[config.mk]
export PLATFORM = sky130hd
export DESIGN_NAME = param_loader
export DESIGN_NICKNAME = d
export VERILOG_FILES = /design/src/rtl/dda_pkg.sv /design/src/rtl/param_loader_rx_timeout.sv /design/src/rtl/param_loader.sv
export SDC_FILE = /design/constraint.sdc
export NUM_CORES = 1
export LEC_CHECK = 0
export ABC_AREA = 1
export CAP_MARGIN = 25
export CELL_PAD_IN_SITES_DETAIL_PLACEMENT = 2
export CELL_PAD_IN_SITES_GLOBAL_PLACEMENT = 2
export CORE_AREA = 2 2 167 185
export CTS_CLUSTER_SIZE = 8
export DETAILED_ROUTE_END_ITERATION = 8
export DIE_AREA = 0 0 169 187
export DONT_BUFFER_PORTS = 1
export GPL_ROUTABILITY_DRIVEN = 0
export HOLD_SLACK_MARGIN = 0.15
export PLACE_DENSITY = 0.92
export SYNTH_ARGS = -nofsm -noshare
export SYNTH_HDL_FRONTEND = slang
export SYNTH_SLANG_ARGS = --single-unit
[constraint.sdc]
create_clock -name clk -period 6.2 [get_ports clk]
set_clock_uncertainty 0.05 [all_clocks]
set_input_delay 0.93 -clock clk [delete_from_list [all_inputs] [get_ports clk]]
set_output_delay 0.93 -clock clk [all_outputs]
set_load 0.03 [all_outputs]
[src/rtl/dda_pkg.sv]
// Shared constants, frame codes and FSM state type for the Lorenz DDA tile
// command parser.
package dda_pkg;

  localparam int REG_SIZE = 14;
  localparam int PARAM_W  = 8 * REG_SIZE;
  localparam int IDX_W    = $clog2(REG_SIZE);

  localparam logic [7:0] SYNC_BYTE = 8'hA5;
  localparam logic [7:0] CMD_LOAD  = 8'h01;
  localparam logic [7:0] CMD_HALT  = 8'h02;
  localparam logic [7:0] CMD_RUN   = 8'h03;

  // icx=-1.0, icy=0.1, icz=25.0, sigma=10, beta=8/3, rho=28, dt=1/256
  localparam logic [PARAM_W-1:0] PARAM_DEFAULTS =
    112'hC000_14CD_7240_6A00_5555_7300_0400;

  typedef enum logic [1:0] {
    ST_IDLE    = 2'd0,
    ST_CMD     = 2'd1,
    ST_PAYLOAD = 2'd2,
    ST_CHK     = 2'd3
  } state_t;

  // Running modulo-256 checksum accumulation.
  function automatic logic [7:0] sum8(input logic [7:0] a, input logic [7:0] b);
    return a + b;
  endfunction

endpackage

[src/rtl/param_loader_rx_timeout.sv]
// Inter-byte timeout counter: clears on request, counts while enabled and
// saturates at TIMEOUT_CYCLES, where it reports expiry.
module rx_timeout #(
  parameter int TIMEOUT_CYCLES = 25000
) (
  input  logic clk,
  input  logic rst,
  input  logic clear,
  input  logic enable,
  output logic expired
);

  localparam int CNT_W = $clog2(TIMEOUT_CYCLES + 1);
  localparam logic [CNT_W-1:0] CNT_MAX = CNT_W'(TIMEOUT_CYCLES);

  logic [CNT_W-1:0] cnt_q;
  logic [CNT_W-1:0] cnt_d;

  assign expired = (cnt_q == CNT_MAX);

  // Next count: clear has priority, then saturating increment.
  always_comb begin
    cnt_d = cnt_q;
    if (clear) begin
      cnt_d = {CNT_W{1'b0}};
    end else if (enable && !expired) begin
      cnt_d = cnt_q + CNT_W'(1);
    end else begin
      cnt_d = cnt_q;
    end
  end

  // Counter register with synchronous reset.
  always_ff @(posedge clk) begin
    if (rst) begin
      cnt_q <= {CNT_W{1'b0}};
    end else begin
      cnt_q <= cnt_d;
    end
  end

endmodule

[src/rtl/param_loader.sv]
// Receive-side command parser: decodes SYNC/CMD/payload/CHK frames from the
// UART, holds the DDA parameter register file, commits it atomically on a
// valid checksum and drives the DDA run enable.
module param_loader
  import dda_pkg::*;
#(
  parameter int TIMEOUT_CYCLES = 25000
) (
  input  logic                    clk,
  input  logic                    rst,
  input  logic                    rx_valid,
  input  logic [7:0]              rx_byte,
  input  logic                    rx_error,
  output logic [8*REG_SIZE-1:0]   params,
  output logic                    load,
  output logic                    dda_en,
  output logic                    busy,
  output logic                    frame_err
);

  state_t                       state_q, state_d;
  logic [7:0]                   cmd_q, cmd_d;
  logic [7:0]                   sum_q, sum_d;
  logic [IDX_W-1:0]             idx_q, idx_d;
  logic [0:REG_SIZE-1][7:0]     shadow_q, shadow_d;
  logic [PARAM_W-1:0]           params_q, params_d;
  logic                         dda_en_q, dda_en_d;
  logic                         load_q, load_d;
  logic                         busy_q, busy_d;
  logic                         frame_err_q, frame_err_d;

  logic                         tmo_clear_s;
  logic                         tmo_expired_s;
  logic [7:0]                   chk_sum_s;

  // The timeout only runs while a frame is open and restarts on every byte.
  assign tmo_clear_s = rx_valid || (state_q == ST_IDLE);

  rx_timeout #(
    .TIMEOUT_CYCLES(TIMEOUT_CYCLES)
  ) u_rx_timeout (
    .clk     (clk),
    .rst     (rst),
    .clear   (tmo_clear_s),
    .enable  (1'b1),
    .expired (tmo_expired_s)
  );

  assign chk_sum_s = sum8(sum_q, rx_byte);

  // Frame decoder: rx_error beats a byte, a byte beats the timeout.
  always_comb begin
    state_d     = state_q;
    cmd_d       = cmd_q;
    sum_d       = sum_q;
    idx_d       = idx_q;
    shadow_d    = shadow_q;
    params_d    = params_q;
    dda_en_d    = dda_en_q;
    load_d      = 1'b0;
    frame_err_d = 1'b0;

    if (rx_error) begin
      if (state_q != ST_IDLE) begin
        frame_err_d = 1'b1;
        state_d     = ST_IDLE;
      end else begin
        state_d = ST_IDLE;
      end
    end else if (rx_valid) begin
      case (state_q)
        ST_IDLE: begin
          if (rx_byte == SYNC_BYTE) begin
            state_d = ST_CMD;
          end else begin
            state_d = ST_IDLE;
          end
        end
        ST_CMD: begin
          cmd_d = rx_byte;
          sum_d = rx_byte;
          idx_d = {IDX_W{1'b0}};
          case (rx_byte)
            CMD_LOAD: state_d = ST_PAYLOAD;
            CMD_HALT: state_d = ST_CHK;
            CMD_RUN:  state_d = ST_CHK;
            default: begin
              frame_err_d = 1'b1;
              state_d     = ST_IDLE;
            end
          endcase
        end
        ST_PAYLOAD: begin
          // 0xA5 here is ordinary data; there is no resync.
          shadow_d[idx_q] = rx_byte;
          sum_d           = chk_sum_s;
          if (idx_q == IDX_W'(REG_SIZE - 1)) begin
            state_d = ST_CHK;
          end else begin
            idx_d = idx_q + IDX_W'(1);
          end
        end
        ST_CHK: begin
          state_d = ST_IDLE;
          if (chk_sum_s == 8'h00) begin
            case (cmd_q)
              CMD_LOAD: begin
                params_d = shadow_q;
                load_d   = 1'b1;
              end
              CMD_HALT: dda_en_d = 1'b0;
              CMD_RUN:  dda_en_d = 1'b1;
              default:  dda_en_d = dda_en_q;
            endcase
          end else begin
            frame_err_d = 1'b1;
          end
        end
        default: state_d = ST_IDLE;
      endcase
    end else if ((state_q != ST_IDLE) && tmo_expired_s) begin
      frame_err_d = 1'b1;
      state_d     = ST_IDLE;
    end else begin
      state_d = state_q;
    end

    busy_d = (state_d != ST_IDLE);
  end

  // State, shadow buffer, committed parameters and registered outputs.
  always_ff @(posedge clk) begin
    if (rst) begin
      state_q     <= ST_IDLE;
      cmd_q       <= 8'h00;
      sum_q       <= 8'h00;
      idx_q       <= {IDX_W{1'b0}};
      shadow_q    <= '0;
      params_q    <= PARAM_DEFAULTS;
      dda_en_q    <= 1'b1;
      load_q      <= 1'b0;
      busy_q      <= 1'b0;
      frame_err_q <= 1'b0;
    end else begin
      state_q     <= state_d;
      cmd_q       <= cmd_d;
      sum_q       <= sum_d;
      idx_q       <= idx_d;
      shadow_q    <= shadow_d;
      params_q    <= params_d;
      dda_en_q    <= dda_en_d;
      load_q      <= load_d;
      busy_q      <= busy_d;
      frame_err_q <= frame_err_d;
    end
  end

  assign params    = params_q;
  assign load      = load_q;
  assign dda_en    = dda_en_q;
  assign busy      = busy_q;
  assign frame_err = frame_err_q;

endmodule

==> impl_metrics.toml <==
[timing]
fmax_ghz = 0.253
maxSlewHeadroom_pct = 28.8
final_hold_viol_count = 0
tns_ns = 0
setup_viol = 0
slew_violations = 0
rsz0062_at_grt = "false"
finalCritPeriodShare_pct = 63.8
worstMarginPinSlew_ns = 1.06
min_period_ns = 3.96

[pwr]
seq_power_share_pct = 45.8
power_switching_w = 0.000850
leakage_nw = 5.25
power_frac_comb_pct = 3.0
ir_drop_uv = 162
power.density_nw_per_um2 = 295
power.internal_w = 0.00289
swShare_pct = 22.7
clock_power_share_pct = 51.2

[clock_tree]
cts-resized-gates = 0
clock_latency_ns = 0.52
cts_sinks = 265
htreeDepth = 2
cts_root_buf = "clkbuf_16"
clockBufferDepth = 3
cts_tree = "done"
post-cts-setup-buffers = 0
cts_buffers = 39
ctsHoldBuffers = 0
clkSlewWorstSetupHoldPaths_ns = 0.05

[flow_run]
cap_violations = 0

[die]
die_w_um = 169
ioPinCount = 128
dieHeight_um = 187
floorplan.initialDensity_pct = 38.2
core-area_um2 = 30000
num_rows = 67
fp.dieArea_um2 = 31600

[run_status]
outcome = "finished clean"

[critical_path]
crit_required_ns = 6.54
crit_type = "reg -> reg"
crit_path_start_kind = "register"
worstPathMaxFanout = 82
end_kind = "register"
worstPathArrival_ns = 4.30

[yosys]
synth_edf_count = 0
syn_area_um2 = 11500
syn_nets = 1633
ys_seq_elements = 265
yosysWarnings = 0
synth_cell_types = 33
synth_cells = 1602
async_reset_ff_share_pct = 0
synth_flop_cell = "dfxtp_1"
synth_area_per_cell_um2 = 7.16
seq_area_frac_synth_pct = 46.3

[layout]
drive_gt1_share_pct = 4.83
diodes = 0
fillerInstances = 3452
most-common-layout-cells = "inv_1 (310), nand2_1 (270), dfxtp_1 (265)"
layout.nets = 1581
stdcell_count = 1931
final_common_cell = "inv_1"
design_area_um2 = 12700
syn_to_final_growth_pct = 10.5

[placement]
port_buffers = 0
placed_cells = 1888
dpl_cell_area_um2 = 11600
dp_hpwl_mm = 23.6

[global_route]
grt.overflow.total = 0
grt_pass1_vias = 11993
grtUsageTotal_pct = 26.0
antenna_found_initial = 0
grt_pass1_wl_mm = 65.6
grt_max_degree = 126

[min_path]
hold_path_class = "reg -> reg"

[detailed_routing]
drt-total-wl_mm = 40.9
vias = 10675
via_per_inst = 5.53
drtAntennaViolNets = 0
wl_per_cell_um = 21.2
drtIter0Drc = 778
drc_errors = 0
dr.pass1.iters = 5
[power groups by stage]
stage          Clock [W]  Combinational (W)  Sequential [W]
6_report         0.00191           0.000112         0.00171
2_1_floorplan          0          0.0000771         0.00175
3_5_place_dp           0           0.000107         0.00175
4_1_cts          0.00195           0.000111         0.00171
5_1_grt          0.00203           0.000122         0.00171
3_3_place_gp           0           0.000103         0.00175
[kinds of logic (layout without fill, tap and decap cells)]
logic type	count (synthesis)	count (layout)	share of synthesized area (%)
AND/OR/NAND/NOR	602	602	23.9
buffers and inverters	419	369	14.4
AO/OA/AOI/OAI	294	294	13.0
flip-flops	265	265	46.3
adder cells (fa/ha/maj)	19	19	2.14
XOR/XNOR	3	3	0.229
[final cells by class]
type | instances | area (um2) | share of cell area (%)
timing repair buffer | 8 | 96.3 | 0.761
multi-input combinational | 918 | 4550 | 35.9
inverter | 318 | 1200 | 9.48
clock buffer | 42 | 1030 | 8.13
clock inverter | 1 | 8.76 | 0.0692
tap | 379 | 474 | 3.74
sequential | 265 | 5310 | 41.9
[registers in the layout, summed over array words and instances, names as in the netlist]
signal	count
sum_q	8
shadow_q	112
state_q	2
busy	1
load	1
cmd_q	8
idx_q	4
frame_err	1
dda_en	1
params	112
u_rx_timeout.cnt_q	15
[worst max-delay path: stages, from the launching register on]
cell     delay [ns]
dfxtp_1        0.46
ha_4           0.83
nand2_1        0.24
nor2_4         0.86
nand3_4        0.62
buf_12         0.43
nor2_1         0.29
[synthesized netlist by cell type, types with 6 or more instances]
| cell | instances | share of area (%) |
|---|---|---|
| nor2_1 | 123 | 4.0 |
| nor3_1 | 10 | 0.44 |
| nor3_2 | 6 | 0.52 |
| nand4_1 | 127 | 6.9 |
| inv_2 | 7 | 0.23 |
| a21oi_1 | 147 | 6.4 |
| clkbuf_1 | 52 | 1.7 |
| ha_1 | 18 | 2.0 |
| buf_2 | 32 | 1.4 |
| nand3_1 | 52 | 2.3 |
| o21ai_0 | 136 | 5.9 |
| dfxtp_1 | 265 | 46 |
| buf_1 | 12 | 0.39 |
| nand2_1 | 270 | 8.8 |
| inv_1 | 310 | 10 |
[layer usage]
layer	wire length [um]	global-route usage, %	vias up
met5	0	0	-
met4	1690	11.7	0
met3	2090	5.37	123
met2	21100	46.9	273
met1	16100	29.3	5299
li1	-	-	4980
[through the flow]
step / hold WS [ns] / power (W) / utilization (%) / setup slack (ns)
after global routing: 0.417 / 0.00386 / 42.2 / 1.95
after CTS: 0.416 / 0.00378 / 42.2 / 2.22
after global placement: 0.394 / 0.00185 / 38.6 / 2.26
after floorplan: 0.379 / 0.00182 / - / 3.20
final: 0.417 / 0.00374 / 42.2 / 2.24
after detailed placement: 0.403 / 0.00186 / 38.7 / 2.34
[path summary, 6_finish.rpt]
check,depth (start not counted),slack [ns],startpoint,to
max,6,2.24,state_q[1],load
min,2,0.42,cmd_q[6],cmd_q[6]
max reg2reg,6,2.24,state_q[1],load
min reg2reg,2,0.42,cmd_q[6],cmd_q[6]
Power figures use the tool's default switching activity.
